<file path="src/rtl/vm_pkg.sv">
// Shared voting-machine definitions: report framing constants, serial state
// encoding and the winner selection rule.
package vm_pkg;

    localparam logic [7:0] REPORT_HEADER = 8'hA5;
    localparam int         REPORT_BYTES  = 7;
    localparam logic [7:0] WINNER_TIE    = 8'h00;

    typedef enum logic [1:0] {
        IDLE,
        START,
        DATA,
        STOP
    } tx_state_t;

    // votes[0] is candidate 1; a later candidate wins only by strictly beating the max.
    function automatic logic [7:0] calc_winner(input logic [3:0][7:0] votes);
        logic [7:0] max_v;
        logic [2:0] idx;
        logic       tie;
        max_v = votes[0];
        idx   = 3'd1;
        tie   = 1'b0;
        for (int unsigned i = 1; i < 4; i++) begin
            if (votes[i] > max_v) begin
                max_v = votes[i];
                idx   = 3'(i + 1);
                tie   = 1'b0;
            end else if (votes[i] == max_v) begin
                tie = 1'b1;
            end
        end
        return tie ? WINNER_TIE : {5'b0, idx};
    endfunction

endpackage

</file>
<file path="src/rtl/uart_byte_tx.sv">
// 8N1 byte serialiser with registered line output; accepts a new byte in the
// final stop-bit cycle so consecutive bytes run with no idle gap.
module uart_byte_tx
    import vm_pkg::*;
#(
    parameter int CLKS_PER_BIT = 10
) (
    input  logic       clock,
    input  logic       reset,
    input  logic [7:0] byte_in,
    input  logic       start,
    output logic       ready,
    output logic       tx
);

    localparam int             BW        = $clog2(CLKS_PER_BIT);
    localparam logic [BW-1:0]  BAUD_LAST = BW'(CLKS_PER_BIT - 1);

    tx_state_t     state_q;
    logic [BW-1:0] baud_q;
    logic [2:0]    bit_q;
    logic [7:0]    shift_q;
    logic          tx_q;
    logic          bit_end;

    assign bit_end = (baud_q == BAUD_LAST);
    assign ready   = (state_q == IDLE) || ((state_q == STOP) && bit_end);
    assign tx      = tx_q;

    always_ff @(posedge clock) begin
        if (reset) begin
            state_q <= IDLE;
            baud_q  <= '0;
            bit_q   <= '0;
            shift_q <= '0;
            tx_q    <= 1'b1;
        end else if (start && ready) begin
            state_q <= START;
            baud_q  <= '0;
            bit_q   <= '0;
            shift_q <= byte_in;
            tx_q    <= 1'b0;
        end else begin
            case (state_q)
                IDLE: begin
                    tx_q <= 1'b1;
                end
                START: begin
                    if (bit_end) begin
                        state_q <= DATA;
                        baud_q  <= '0;
                        tx_q    <= shift_q[0];
                    end else begin
                        baud_q <= baud_q + 1'b1;
                    end
                end
                DATA: begin
                    if (bit_end) begin
                        baud_q  <= '0;
                        shift_q <= {1'b0, shift_q[7:1]};
                        if (bit_q == 3'd7) begin
                            state_q <= STOP;
                            bit_q   <= '0;
                            tx_q    <= 1'b1;
                        end else begin
                            bit_q <= bit_q + 3'd1;
                            tx_q  <= shift_q[1];
                        end
                    end else begin
                        baud_q <= baud_q + 1'b1;
                    end
                end
                STOP: begin
                    if (bit_end) begin
                        state_q <= IDLE;
                        baud_q  <= '0;
                        tx_q    <= 1'b1;
                    end else begin
                        baud_q <= baud_q + 1'b1;
                    end
                end
                default: state_q <= IDLE;
            endcase
        end
    end

endmodule

</file>
<file path="src/rtl/vote_report_tx.sv">
// Results report transmitter: snapshots the four tallies on an accepted view-mode
// request and sends header, tallies, winner and checksum as one 7-byte frame.
module vote_report_tx
    import vm_pkg::*;
#(
    parameter int CLKS_PER_BIT = 10
) (
    input  logic       clock,
    input  logic       reset,
    input  logic       mode,
    input  logic       report_req,
    input  logic [7:0] cand1_votes,
    input  logic [7:0] cand2_votes,
    input  logic [7:0] cand3_votes,
    input  logic [7:0] cand4_votes,
    output logic       tx,
    output logic       busy,
    output logic       frame_done
);

    localparam logic [2:0] LAST_IDX = 3'(REPORT_BYTES - 1);

    logic [3:0][7:0] snap_q;
    logic [2:0]      byte_idx_q;
    logic            busy_q;
    logic            done_q;

    logic [7:0] winner;
    logic [7:0] checksum;
    logic [7:0] byte_sel;
    logic [2:0] next_idx;
    logic       accept;
    logic       byte_ready;
    logic       advance;
    logic       finish;

    assign winner   = calc_winner(snap_q);
    assign checksum = snap_q[0] ^ snap_q[1] ^ snap_q[2] ^ snap_q[3] ^ winner;

    assign accept  = report_req && mode && !busy_q;
    assign advance = busy_q && byte_ready && (byte_idx_q != LAST_IDX);
    assign finish  = busy_q && byte_ready && (byte_idx_q == LAST_IDX);

    // The header goes out on the accept cycle itself, before the snapshot registers load.
    always_comb begin
        next_idx = byte_idx_q + 3'd1;
        byte_sel = REPORT_HEADER;
        if (!accept) begin
            case (next_idx)
                3'd1:    byte_sel = snap_q[0];
                3'd2:    byte_sel = snap_q[1];
                3'd3:    byte_sel = snap_q[2];
                3'd4:    byte_sel = snap_q[3];
                3'd5:    byte_sel = winner;
                3'd6:    byte_sel = checksum;
                default: byte_sel = REPORT_HEADER;
            endcase
        end
    end

    always_ff @(posedge clock) begin
        if (reset) begin
            snap_q     <= '0;
            byte_idx_q <= '0;
            busy_q     <= 1'b0;
            done_q     <= 1'b0;
        end else begin
            done_q <= finish;
            if (accept) begin
                snap_q     <= {cand4_votes, cand3_votes, cand2_votes, cand1_votes};
                byte_idx_q <= '0;
                busy_q     <= 1'b1;
            end else if (advance) begin
                byte_idx_q <= next_idx;
            end else if (finish) begin
                byte_idx_q <= '0;
                busy_q     <= 1'b0;
            end
        end
    end

    uart_byte_tx #(
        .CLKS_PER_BIT(CLKS_PER_BIT)
    ) u_byte_tx (
        .clock  (clock),
        .reset  (reset),
        .byte_in(byte_sel),
        .start  (accept || advance),
        .ready  (byte_ready),
        .tx     (tx)
    );

    assign busy       = busy_q;
    assign frame_done = done_q;

endmodule

</file>
<file path="config.mk">
export PLATFORM = sky130hd
export DESIGN_NAME = vote_report_tx
export DESIGN_NICKNAME = d
export VERILOG_FILES = /design/src/rtl/vm_pkg.sv /design/src/rtl/uart_byte_tx.sv /design/src/rtl/vote_report_tx.sv
export SDC_FILE = /design/constraint.sdc
export NUM_CORES = 1
export LEC_CHECK = 0
export CAP_MARGIN = 20
export CORE_UTILIZATION = 48
export CTS_BUF_LIST = sky130_fd_sc_hd__clkbuf_4 sky130_fd_sc_hd__clkbuf_8
export DETAILED_ROUTE_END_ITERATION = 6
export GPL_ROUTABILITY_DRIVEN = 0
export PLACE_DENSITY = 0.73
export RECOVER_POWER = 50
export SYNTH_ARGS = -nofsm -noshare
export SYNTH_HDL_FRONTEND = slang
export SYNTH_HIERARCHICAL = 1
export SYNTH_SLANG_ARGS = --single-unit
export TNS_END_PERCENT = 5
</file>
<file path="constraint.sdc">
create_clock -name clock -period 12.1 [get_ports clock]
set_clock_uncertainty 0.05 [all_clocks]
set_input_delay 1.21 -clock clock [delete_from_list [all_inputs] [get_ports clock]]
set_output_delay 1.21 -clock clock [all_outputs]
set_load 0.05 [all_outputs]
</file>
==> flow_summary.rst, run 1 <==
.. list-table::
   :header-rows: 1

   * - Metric
     - Value
   * - Total number of vias
     - around 3,400
   * - Launching element type of the critical path
     - register
   * - Post-synth EDFFs
     - 0
   * - Instance count along the most critical hold path
     - 2
   * - Maximum buffer depth of the clock tree
     - 2
   * - Number of CTS-inserted buffers
     - 5
   * - CTS Root Cell
     - sky130_fd_sc_hd__clkbuf_8
   * - Power density over cell area
     - around 110 nW/um^2
   * - Horizontal die dimension
     - between 80 and 90 um
   * - Chip height
     - ~89 um
   * - Max-Cap Viols
     - 1
   * - Violated checks
     - max-capacitance violations, max-slew violations
   * - Syn Inst Count
     - between 400 and 500
   * - Wire length after detailed routing
     - between 8000 and 9000 um
   * - Antenna violations before repair
     - 0
   * - Layout Area Growth over Synthesis
     - 14.82%
   * - Chain of cells forming the critical path
     - inv_1, ha_1, nor2b_4, o211ai_2, a21oi_1, o22ai_1, mux2_2, ha_1, nor2b_1, o211ai_1, a21oi_1, nor3_1, clkbuf_4, nor2_1, mux2_2, ha_1, a21oi_1, o21ai_0, nor4_2, o41ai_2, xnor2_1, o221ai_1, nor2_1, a311oi_1
   * - Most common library cell in the layout ignoring fill and taps
     - sky130_fd_sc_hd__nand2_1
   * - Number of buffers inserted by port buffering
     - 38
   * - Fmax
     - roughly 170 MHz
   * - Maximum number of pins on one net before global-route repair
     - between 40 and 50
   * - Worst Reg2Reg Path Length in Cells
     - 24
   * - Synth Net Count
     - 535
   * - Minimum clock period after layout
     - between 6 and 7 ns
   * - Initial Util
     - between 40 and 50%
   * - Max FO, Critical Path
     - 11
   * - Routed length per placed instance
     - 14.51 um
   * - Setup TNS
     - 0 ns
   * - I/O pin count
     - 39
   * - Result of the run
     - finished with violations
   * - Dominant cells by area after synthesis
     - sky130_fd_sc_hd__dfxtp_1 (30%), sky130_fd_sc_hd__ha_1 (13%), sky130_fd_sc_hd__nand2_1 (9.2%)
   * - Synth Warn #
     - 6
   * - Share of final-layout standard cells stronger than drive strength 1
     - approximately 5.3%
   * - Cts hold-fix bufs
     - 0
   * - Synthesis-stage register bit count
     - 55
   * - Finish-stage setup viols
     - 0
   * - Die Outline Area
     - 7898 sq um
   * - Detailed Place HPWL
     - approximately 6400 um
   * - H-tree lvl count
     - 2
   * - Highest-count cells in the layout ignoring fill and taps
     - sky130_fd_sc_hd__nand2_1 (89), sky130_fd_sc_hd__a21oi_1 (56), sky130_fd_sc_hd__dfxtp_1 (55)
   * - Inserted Diodes
     - 0
   * - Critical Path Max Stage Delay
     - slightly below 0.9 ns
   * - Smallest hold slack
     - between 0.4 and 0.5 ns
   * - Rel. slew slack
     - -32.67%
   * - Critical Path End Type
     - register
   * - Sequential fraction of the synthesis area
     - between 30% and 40%
   * - Total setup buffers inserted after CTS
     - 0
   * - Global route overflow
     - 0
   * - Final routed DRC violation total
     - 0
   * - Period Utilization, post-route
     - between 40 and 50%
   * - Average vias per placed instance
     - 5.771
   * - Count of TritonRoute iterations in the first routing pass
     - 4
   * - Unrepaired setup endpoints after global routing
     - no
   * - Worst-Margin Slew
     - around 2 ns
   * - Wire length of the first global-routing pass
     - ~14,000 um
   * - Number of violations reported at the end of detailed-routing iteration 0
     - around 280
   * - Clock latency reported for the late side of the worst-skew pair
     - about 0.31 ns
   * - Crit-path slowest cell
     - sky130_fd_sc_hd__o22ai_1
   * - Static leakage power
     - around 1.6 nW
   * - Critical path class
     - reg2reg
   * - Clk slew on worst S/H paths
     - around 0.09 ns
   * - Post-Syn Area per Cell
     - 7.857 sq um
   * - Unique masters post-synth
     - 55
   * - Arrival time of the worst setup path
     - about 6 ns
   * - Share of flip-flops with an asynchronous set or reset after synthesis
     - 0%
   * - Cell type contributing the most total cell area after synthesis
     - sky130_fd_sc_hd__dfxtp_1
   * - Hold WC Path Type
     - reg2reg
   * - Total clock sinks
     - between 50 and 60
   * - Number of global-route vias before repair
     - approximately 3,000
   * - Flip-flop cell with the highest count after synthesis
     - sky130_fd_sc_hd__dfxtp_1
   * - Area share of the leading cell type in the synthesized netlist
     - a little under a third
   * - GRT Overall Usage
     - a little under a quarter
   * - Largest voltage drop on the vdd net
     - roughly 0.000062 V
   * - Synthesized area
     - around 3600 sq um
   * - Std cell rows
     - 31
   * - Nets
     - 560
   * - Count of antenna-violating nets left after detailed routing
     - 0
   * - Total core area
     - approximately 7300 sq um
   * - Endpoints failing hold
     - 0
   * - Cts repair resizes
     - 0
   * - Required @ worst endpoint
     - 12.25 ns
   * - CTS tree
     - done
   * - Count of pins over their slew limit
     - 49
[routing by layer]
layer	vias to the layer above	track usage (%)	wire length (um)	share of wire, %
met3	24	3.172	423	5.0
met1	1571	28.32	3699	44
met5	-	0	0	0
li1	1684	-	-	-
met2	97	39.02	4083	48
met4	0	10.12	281	3.3
[flip-flops by register name, indices dropped and copies added (netlist names)]
name / count
u_byte_tx/tx: 1
snap_q: 32
u_byte_tx/bit_q: 3
u_byte_tx/shift_q: 8
u_byte_tx/baud_q: 4
u_byte_tx/state_q: 2
frame_done: 1
byte_idx_q: 3
busy: 1
[critical path: cells and delay by family (launching register included)]
| family | cells | cell delay, ns |
|---|---|---|
| buf+inv | 2 | 0.26 |
| xor+xnor | 1 | 0.15 |
| mux | 2 | 0.83 |
| compound gates | 10 | 2.38 |
| fa+ha+maj | 3 | 0.83 |
| simple gates | 6 | 1.01 |
| flops | 1 | 0.38 |
[metrics by stage]
step	std cells	instance area (sq um)	worst slack [ns]	util [%]	power (W)
after floorplan	461	3622	7.394	-	0.0003301
after global placement	576	4040	5.967	55.40	0.0003633
after detailed placement	576	4040	5.725	55.40	0.0003683
after CTS	583	4128	5.690	56.61	0.0004712
after global routing	585	4159	5.724	57.04	0.0005023
final	585	4159	6.095	57.04	0.0004728
[final timing paths]
path	start	endpoint	slack, ns
worst max-delay path	snap_q[1]	u_byte_tx/shift_q[0]	6.10
worst min-delay path	u_byte_tx/bit_q[1]	u_byte_tx/bit_q[1]	0.41
worst max register to register	snap_q[1]	u_byte_tx/shift_q[0]	6.10
worst min register to register	u_byte_tx/bit_q[1]	u_byte_tx/bit_q[1]	0.41
[where the power goes]
group          internal, W  switching (W)  total [W]
clock network    0.0000451      0.0000585   0.000104
logic            0.0000747      0.0000922   0.000167
registers         0.000191      0.0000112   0.000202
[final cells by class]
type	count	area (sq um)
Fill cell	706	3133
Multi-Input combinational cell	364	2349
Sequential cell	55	1101
Timing Repair Buffer	43	434.2
Tap cell	99	123.9
Clock buffer	6	82.58
Inverter	17	63.81
Clock inverter	1	5.005
[synthesized netlist by cell type (5+ instances only)]
library cell and count:
sky130_fd_sc_hd__a21oi_1 56, sky130_fd_sc_hd__a222oi_1 6, sky130_fd_sc_hd__a311oi_1 10, sky130_fd_sc_hd__a31oi_1 10, sky130_fd_sc_hd__buf_2 5, sky130_fd_sc_hd__clkbuf_1 17
sky130_fd_sc_hd__dfxtp_1 55, sky130_fd_sc_hd__ha_1 38, sky130_fd_sc_hd__inv_1 17, sky130_fd_sc_hd__mux2i_1 8, sky130_fd_sc_hd__nand2_1 89, sky130_fd_sc_hd__nand3_1 15
sky130_fd_sc_hd__nand4_1 7, sky130_fd_sc_hd__nor2_1 34, sky130_fd_sc_hd__nor3_1 7, sky130_fd_sc_hd__o21ai_0 6, sky130_fd_sc_hd__o21ai_1 10, sky130_fd_sc_hd__o31ai_1 5
sky130_fd_sc_hd__xnor2_1 13, sky130_fd_sc_hd__xor2_1 7
[kinds of logic after synthesis]
kind of cell | Yosys count | synth area share, %
AND/OR/NAND/NOR | 173 | 21.83
AO/OA/AOI/OAI | 122 | 21.83
flip-flops | 55 | 30.40
buffers and inverters | 42 | 4.836
adder cells (fa/ha/maj) | 38 | 13.13
XOR/XNOR | 20 | 4.836
multiplexers | 11 | 3.143
No activity file was read; power rests on OpenSTA's default activity.
==> inputs of run 2 (changes only) <==
--- a/config.mk
+++ b/config.mk
@@ -10,7 +10,7 @@
 export CTS_BUF_LIST = sky130_fd_sc_hd__clkbuf_4 sky130_fd_sc_hd__clkbuf_8
 export DETAILED_ROUTE_END_ITERATION = 6
 export GPL_ROUTABILITY_DRIVEN = 0
-export PLACE_DENSITY = 0.73
+export PLACE_DENSITY = 0.76
 export RECOVER_POWER = 50
 export SYNTH_ARGS = -nofsm -noshare
 export SYNTH_HDL_FRONTEND = slang
==> constraint.sdc (replaced) <==
create_clock -name clock -period 5.27 [get_ports clock]
set_clock_uncertainty 0.05 [all_clocks]
set_input_delay 0.527 -clock clock [delete_from_list [all_inputs] [get_ports clock]]
set_output_delay 0.527 -clock clock [all_outputs]
set_load 0.05 [all_outputs]
==> run 2 against run 1 <==
The flow now finishes without violations. Final area grew 3.9%. Register-to-register slack lost 5.9 ns. Critical endpoint unchanged. Non-clock buffer count grew 14. Combinational power grew to 3.0 times the previous value. Setup slack lost 5.9 ns. Clock power grew 130%. Worst hold slack gained 0.0032 ns. Wire length grew 12%. Die area is the same. Via count grew 5.4%. Clock-buffer cell count is the same.
==> flow_summary.rst, run 2 (synthesis gave the netlist of run 1 again) <==
.. list-table::
   :header-rows: 1

   * - Metric
     - Value
   * - Result of the run
     - completed
   * - Setup TNS
     - 0 ns
   * - H-tree lvl count
     - 2
   * - Met2 global-route usage
     - between 40 and 50%
   * - GRT Overall Usage
     - 24.59%
   * - Most crowded layer after global routing
     - met2
   * - Finish-stage setup viols
     - 0
   * - Routed length per placed instance
     - ~16 um
   * - Die Outline Area
     - 7898 sq um
   * - Critical path class
     - reg2reg
   * - Clock latency reported for the late side of the worst-skew pair
     - roughly 0.32 ns
   * - Hold WC Path Type
     - reg2reg
   * - Minimum clock period after layout
     - just over 5 ns
   * - Global route overflow
     - 0
   * - Post-placement worst setup slack
     - -0.07862 ns
   * - Average vias per placed instance
     - about 5.9
   * - Required @ worst endpoint
     - about 5.5 ns
   * - Core occupancy in the finished layout
     - 59.28%
   * - Horizontal die dimension
     - 88.87 um
   * - Worst Reg2Reg Path Length in Cells
     - 27
   * - Max FO, Critical Path
     - 7
   * - Smallest hold slack
     - just over 0.4 ns
   * - I/O pin count
     - 39
   * - Count of antenna-violating nets left after detailed routing
     - 0
   * - Met1 global-route usage
     - 29.74%
   * - Largest voltage drop on the vdd net
     - 0.0001346 V
   * - Number of buffers and inverters on the critical path
     - 5
   * - Most common library cell in the layout ignoring fill and taps
     - sky130_fd_sc_hd__nand2_1
   * - Launching element type of the critical path
     - register
   * - Period Utilization, post-route
     - approximately 95%
   * - Detailed Place HPWL
     - ~6900 um
   * - Total core area
     - approximately 7300 sq um
   * - Antenna violations before repair
     - 0
   * - Std cell rows
     - 31
   * - Top cell by count, worst path
     - sky130_fd_sc_hd__ha_1
   * - Reg2Reg Capture Point
     - u_byte_tx/shift_q[0]
   * - Final setup slack of the worst path
     - between 0.2 and 0.25 ns
   * - Register ranked first by flip-flop count
     - snap_q
   * - Number of global-route vias before repair
     - approximately 3,200
   * - Count of pins over their slew limit
     - 0
   * - Fmax
     - 198.7 MHz
   * - Layout Area Growth over Synthesis
     - 19.34%
   * - Wire length after detailed routing
     - 9516 um
   * - Worst-Margin Slew
     - 1.209 ns
   * - Critical Path Max Stage Delay
     - ~0.37 ns
   * - Highest-count cells in the layout ignoring fill and taps
     - sky130_fd_sc_hd__nand2_1 (89), sky130_fd_sc_hd__dfxtp_1 (54), sky130_fd_sc_hd__a21oi_1 (51)
   * - CTS tree
     - done
   * - Maximum number of pins on one net before global-route repair
     - 35
   * - Largest registers
     - snap_q x32, u_byte_tx/shift_q x8, u_byte_tx/baud_q x4
   * - Final routed DRC violation total
     - 0
   * - Number of buffers inserted by port buffering
     - 38
   * - Timing startpoint of the critical path
     - snap_q[1]
   * - Maximum buffer depth of the clock tree
     - 2
   * - Initial Util
     - 49.67%
   * - Setup crit end
     - u_byte_tx/shift_q[0]
   * - Arrival time of the worst setup path
     - approximately 5.2 ns
   * - Cell type group with the largest total delay on the critical path
     - compound AO/OA/AOI/OAI gates
   * - Power density over cell area
     - ~280 nW/um^2
   * - Crit-path slowest cell
     - sky130_fd_sc_hd__dfxtp_2
   * - Number of CTS-inserted buffers
     - 5
   * - Critical Path End Type
     - register
   * - Total number of vias
     - between 3,000 and 4,000
   * - Inserted Diodes
     - 0
   * - Rel. slew slack
     - a little under 20%
   * - Count of TritonRoute iterations in the first routing pass
     - 6
   * - Number of violations reported at the end of detailed-routing iteration 0
     - between 300 and 400
   * - CTS Root Cell
     - sky130_fd_sc_hd__clkbuf_8
   * - Share of final-layout standard cells stronger than drive strength 1
     - a little over a tenth
   * - Max reg flops
     - 32
   * - Cts hold-fix bufs
     - 0
   * - Nets
     - roughly 570
   * - Endpoints failing hold
     - 0
   * - Static leakage power
     - roughly 1.6 nW
   * - Total clock sinks
     - 55
   * - Chip height
     - 88.87 um
   * - Reg-to-Reg Start
     - snap_q[1]
   * - Fill count
     - between 700 and 800
   * - Clk slew on worst S/H paths
     - 0.09 ns
   * - Internal reg-to-reg setup slack
     - 0.24 ns
   * - Stages on worst setup path
     - 27
   * - Max-Cap Viols
     - 0
   * - Wire length of the first global-routing pass
     - approximately 15,000 um
   * - Met3 Usage GRT
     - between 4 and 5%
[run 2: report_power, final]
group          switching (W)  total, W  internal, W
Sequential         0.0000263  0.000465     0.000439
Combinational       0.000268  0.000500     0.000232
Clock               0.000141  0.000240    0.0000984
[run 2: worst reg2reg max path, stage by stage, from the launching register on]
cell                       delay, ns
sky130_fd_sc_hd__dfxtp_2        0.37
sky130_fd_sc_hd__inv_1          0.05
sky130_fd_sc_hd__ha_1           0.33
sky130_fd_sc_hd__nor2b_4        0.14
sky130_fd_sc_hd__o211ai_2       0.15
sky130_fd_sc_hd__a21oi_1        0.10
sky130_fd_sc_hd__o22ai_2        0.26
sky130_fd_sc_hd__buf_6          0.20
sky130_fd_sc_hd__buf_4          0.12
sky130_fd_sc_hd__mux2i_1        0.23
sky130_fd_sc_hd__ha_1           0.28
sky130_fd_sc_hd__o211ai_1       0.14
sky130_fd_sc_hd__a21oi_2        0.14
sky130_fd_sc_hd__nor3_4         0.24
sky130_fd_sc_hd__buf_6          0.16
sky130_fd_sc_hd__o21ai_1        0.07
sky130_fd_sc_hd__o31ai_1        0.09
sky130_fd_sc_hd__ha_1           0.30
sky130_fd_sc_hd__nor2b_1        0.14
sky130_fd_sc_hd__o211ai_1       0.20
sky130_fd_sc_hd__a21oi_2        0.10
sky130_fd_sc_hd__nor4_2         0.21
sky130_fd_sc_hd__buf_4          0.16
sky130_fd_sc_hd__o41ai_2        0.09
sky130_fd_sc_hd__xnor2_1        0.14
sky130_fd_sc_hd__o221ai_1       0.17
sky130_fd_sc_hd__nor2_1         0.08
sky130_fd_sc_hd__a311oi_1       0.22
[run 2: how the worst min path moves through the flow]
stage	startpoint	endpoint	slack, ns	depth (start not counted)
2_1_floorplan	u_byte_tx/bit_q[1]	u_byte_tx/bit_q[1]	0.39	2
3_3_place_gp	u_byte_tx/bit_q[2]	u_byte_tx/bit_q[2]	0.40	2
3_5_place_dp	u_byte_tx/bit_q[2]	u_byte_tx/bit_q[2]	0.41	2
4_1_cts	u_byte_tx/bit_q[2]	u_byte_tx/bit_q[2]	0.42	2
5_1_grt	u_byte_tx/bit_q[2]	u_byte_tx/bit_q[2]	0.46	2
6_report	u_byte_tx/bit_q[2]	u_byte_tx/bit_q[2]	0.41	2
[run 2: area by class of cell]
cell class	count	area [sq um]	share of cell area (%)
Clock buffer	6	76.32	1.766
Multi-Input combinational cell	364	2424	56.06
Sequential cell	55	1102	25.50
Tap cell	99	123.9	2.865
Inverter	17	63.81	1.476
Timing Repair Buffer	57	520.5	12.04
Clock inverter	2	12.51	0.2894
[run 2: layer usage]
metal / up-vias / share of wire (%)
met5: - / 0
met1: 1658 / 43
met3: 41 / 4.3
li1: 1723 / -
met2: 137 / 49
met4: 0 / 4.0
[run 2: repair_timing]
action / CTS / global route
gates cloned: 0 / 1
resized for setup: 2 / 21
pin swaps: 1 / 11
setup buffers: 1 / 8
setup endpoints to repair: 1 / 2
[run 2: per-stage QoR]
step / area, sq um / std cells / power (W)
3_5_place_dp: 4085 / 582 / 0.0008630
2_1_floorplan: 3622 / 461 / 0.0007579
6_report: 4323 / 600 / 0.001205
3_3_place_gp: 4085 / 582 / 0.0008463
4_1_cts: 4190 / 591 / 0.001115
5_1_grt: 4323 / 600 / 0.001265
==> inputs of run 3 (changes only) <==
--- a/config.mk
+++ b/config.mk
@@ -5,12 +5,13 @@
 export SDC_FILE = /design/constraint.sdc
 export NUM_CORES = 1
 export LEC_CHECK = 0
+export ABC_AREA = 1
 export CAP_MARGIN = 20
 export CORE_UTILIZATION = 48
 export CTS_BUF_LIST = sky130_fd_sc_hd__clkbuf_4 sky130_fd_sc_hd__clkbuf_8
 export DETAILED_ROUTE_END_ITERATION = 6
 export GPL_ROUTABILITY_DRIVEN = 0
-export PLACE_DENSITY = 0.76
+export PLACE_DENSITY = 0.73
 export RECOVER_POWER = 50
 export SYNTH_ARGS = -nofsm -noshare
 export SYNTH_HDL_FRONTEND = slang
==> constraint.sdc (replaced) <==
create_clock -name clock -period 5.3 [get_ports clock]
set_clock_uncertainty 0.05 [all_clocks]
set_input_delay 0.53 -clock clock [delete_from_list [all_inputs] [get_ports clock]]
set_output_delay 0.53 -clock clock [all_outputs]
set_load 0.05 [all_outputs]
==> run 3 against run 2 <==
The run now ends with max-capacitance violations, max-slew violations left. Sequential share of layout area barely moved. Final area barely moved. Utilization shrank 3.3 points. Sequential power is 1% higher. Critical endpoint is now u_byte_tx/shift_q[1]. Largest power group unchanged.
==> flow_summary.rst, run 3 <==
.. list-table::
   :header-rows: 1

   * - Metric
     - Value
   * - Highest-count cells in the layout ignoring fill and taps
     - sky130_fd_sc_hd__nand2_1 (107), sky130_fd_sc_hd__nor2_1 (62), sky130_fd_sc_hd__dfxtp_1 (55)
   * - Total number of vias
     - roughly 3,600
   * - Critical Path Max Stage Delay
     - approximately 0.36 ns
   * - Synthesized area
     - 3825 sq um
   * - Count of pins over their slew limit
     - 48
   * - Fmax
     - roughly 220 MHz
   * - Die Outline Area
     - ~8300 sq um
   * - Final routed DRC violation total
     - 0
   * - Static leakage power
     - around 1.9 nW
   * - Global route overflow
     - 0
   * - Count of TritonRoute iterations in the first routing pass
     - 5
   * - Clk slew on worst S/H paths
     - 0.11 ns
   * - Synth Net Count
     - between 600 and 700
   * - Adder-cell share of the synthesized area
     - 12.43%
   * - Maximum buffer depth of the clock tree
     - 2
   * - Cts repair resizes
     - 0
   * - I/O pin count
     - 39
   * - Top cell by count, worst path
     - sky130_fd_sc_hd__nand2_1
   * - Nets
     - approximately 650
   * - Main combinational cell family by area after synthesis
     - simple AND/OR/NAND/NOR gates
   * - Share of final-layout standard cells stronger than drive strength 1
     - a little over a tenth
   * - Critical path class
     - reg2reg
   * - CTS Root Cell
     - sky130_fd_sc_hd__clkbuf_8
   * - Internal power contribution
     - 0.0007582 W
   * - Switching power total
     - a little over 0.0005 W
   * - Crit-path slowest cell
     - sky130_fd_sc_hd__ha_1
   * - Area share of the leading cell type in the synthesized netlist
     - ~29%
   * - Std cell rows
     - 32
   * - Detailed Place HPWL
     - 6770 um
   * - Wire length after detailed routing
     - around 8900 um
   * - Cell type contributing the most total cell area after synthesis
     - sky130_fd_sc_hd__dfxtp_1
   * - Unrepaired setup endpoints after global routing
     - no
   * - Sw Ratio
     - 40.20%
   * - Hold WC Path Type
     - reg2reg
   * - Clock share of power
     - 19.9%
   * - GRT Overall Usage
     - roughly 22%
   * - Max reg flops
     - 32
   * - Most common library cell in the layout ignoring fill and taps
     - sky130_fd_sc_hd__nand2_1
   * - Endpoints failing hold
     - 0
   * - Total setup buffers inserted after CTS
     - 0
   * - Routed length per placed instance
     - 13.20 um
   * - Register share of total power
     - 37.1%
   * - Syn Inst Count
     - about 540
   * - Largest registers
     - snap_q x32, u_byte_tx/shift_q x8, u_byte_tx/baud_q x4
   * - Cts hold-fix bufs
     - 0
   * - Worst-Margin Slew
     - roughly 1.8 ns
   * - Register ranked first by flip-flop count
     - snap_q
   * - Number of CTS-inserted buffers
     - 5
   * - Power density over cell area
     - between 200 and 300 nW/um^2
   * - Critical Path End Type
     - register
   * - Number of violations reported at the end of detailed-routing iteration 0
     - approximately 250
   * - Setup TNS
     - 0 ns
   * - Dominant cells by area after synthesis
     - sky130_fd_sc_hd__dfxtp_1 (29%), sky130_fd_sc_hd__ha_1 (12%), sky130_fd_sc_hd__nand2_1 (10%)
   * - Required @ worst endpoint
     - ~5.5 ns
   * - Total clock sinks
     - 55
   * - Post-Syn Area per Cell
     - between 7 and 8 sq um
   * - Minimum clock period after layout
     - between 4 and 5 ns
   * - Chip height
     - 91.27 um
   * - Post-synthesis share of cell area spent on xor and xnor gates
     - between 2 and 3%
   * - Unique masters post-synth
     - 39
   * - Synthesis-stage register bit count
     - 55
   * - Synth Warn #
     - 6
   * - Arrival time of the worst setup path
     - ~4.8 ns
   * - Max-Cap Viols
     - 1
   * - Maximum number of pins on one net before global-route repair
     - 48
   * - Wire length of the first global-routing pass
     - 15,120 um
   * - Share of flip-flops with an asynchronous set or reset after synthesis
     - 0%
   * - Number of global-route vias before repair
     - between 3,000 and 4,000
   * - H-tree lvl count
     - 2
   * - Average vias per placed instance
     - 5.345
   * - Inserted Diodes
     - 0
   * - Largest voltage drop on the vdd net
     - roughly 0.00012 V
   * - Max FO, Critical Path
     - 18
   * - Antenna violations before repair
     - 0
   * - Post-synth EDFFs
     - 0
   * - Post-synthesis mux area share
     - 0%
   * - Result of the run
     - finished with violations
   * - Violated checks
     - max-capacitance violations, max-slew violations
   * - Ranking of synthesized cells by instance count
     - sky130_fd_sc_hd__nand2_1 (106), sky130_fd_sc_hd__nor2_1 (61), sky130_fd_sc_hd__dfxtp_1 (55), sky130_fd_sc_hd__inv_1 (51), sky130_fd_sc_hd__o21ai_0 (46)
   * - Sequential fraction of the synthesis area
     - ~29%
   * - Total core area
     - approximately 7700 sq um
   * - Count of antenna-violating nets left after detailed routing
     - 0
   * - Combinational group share of total power
     - 42.9%
   * - Number of buffers inserted by port buffering
     - 38
   * - Smallest hold slack
     - about 0.43 ns
   * - Flip-flop cell with the highest count after synthesis
     - sky130_fd_sc_hd__dfxtp_1
   * - Clock latency reported for the late side of the worst-skew pair
     - roughly 0.32 ns
   * - Synth Area in Simple Gates
     - 28.72%
   * - Launching element type of the critical path
     - register
   * - Finish-stage setup viols
     - 0
   * - Rel. slew slack
     - -21.77%
   * - Initial Util
     - between 40% and 50%
   * - Horizontal die dimension
     - between 90 and 100 um
   * - Period Utilization, post-route
     - between 80% and 90%
   * - Most common cell in the netlist
     - sky130_fd_sc_hd__nand2_1
   * - Synthesized-area fraction occupied by ao, oa, aoi and oai cells
     - between 10% and 20%
   * - CTS tree
     - done
   * - Layout Area Growth over Synthesis
     - 13.05%
[run 3: routing by layer]
| layer | GRT usage (%) | vias to the layer above | share of wire [%] |
|---|---|---|---|
| met4 | 7.275 | 0 | 2.1 |
| li1 | - | 1852 | - |
| met5 | 0 | - | 0 |
| met1 | 29.29 | 1621 | 48 |
| met2 | 37.69 | 111 | 45 |
| met3 | 3.183 | 24 | 5.0 |
[run 3: worst max-delay path: cells and delay by family (launching register included)]
family | cells | cell delay [ns]
flops | 1 | 0.32
buf+inv | 3 | 0.21
simple gates | 16 | 2.13
compound gates | 7 | 0.89
fa+ha+maj | 3 | 0.88
[run 3: layout make-up]
cell class / instances / area, sq um
flip-flops and latches: 55 / 1101
fillers: 719 / 3403
clock buffers: 6 / 82.58
clock inverters: 2 / 13.76
multi-input cells: 413 / 2394
repair buffers: 40 / 391.6
inverters: 57 / 214.0
well taps: 102 / 127.6
[run 3: logic make-up (layout without fill, tap and decap cells)]
| logic type | count (synthesis) | after routing |
|---|---|---|
| and+or+nand+nor | 241 | 241 |
| AOI/OAI and AO/OA | 121 | 121 |
| buffers and inverters | 74 | 105 |
| DFF | 55 | 55 |
| adders and majority gates | 38 | 38 |
| xor gates and xnor gates | 13 | 13 |
[run 3: worst paths after layout]
kind	depth (start not counted)	end	slack (ns)	startpoint
max	29	u_byte_tx/shift_q[1]	0.76	snap_q[7]
min	2	u_byte_tx/bit_q[1]	0.43	u_byte_tx/bit_q[1]
max reg2reg	29	u_byte_tx/shift_q[1]	0.76	snap_q[7]
min reg2reg	2	u_byte_tx/bit_q[1]	0.43	u_byte_tx/bit_q[1]
[run 3: power by group through the flow]
stage               logic [W]  clock network [W]  registers [W]
floorplan            0.000433                  0       0.000477
global placement     0.000523                  0       0.000480
detailed placement   0.000537                  0       0.000480
CTS                  0.000542           0.000259       0.000471
global route         0.000619           0.000276       0.000475
finish               0.000544           0.000253       0.000471
[run 3: metrics by stage]
stage               cells  power [W]  util [%]  worst slack, ns  area [sq um]
global placement      667   0.001003     54.89           0.9534          4242
detailed placement    667   0.001017     54.89           0.8807          4242
finish                675   0.001268     55.96           0.7613          4324
CTS                   675   0.001272     56.14           0.8301          4338
global route          675   0.001371     55.96           0.3346          4324
floorplan             542  0.0009099         -            1.261          3825
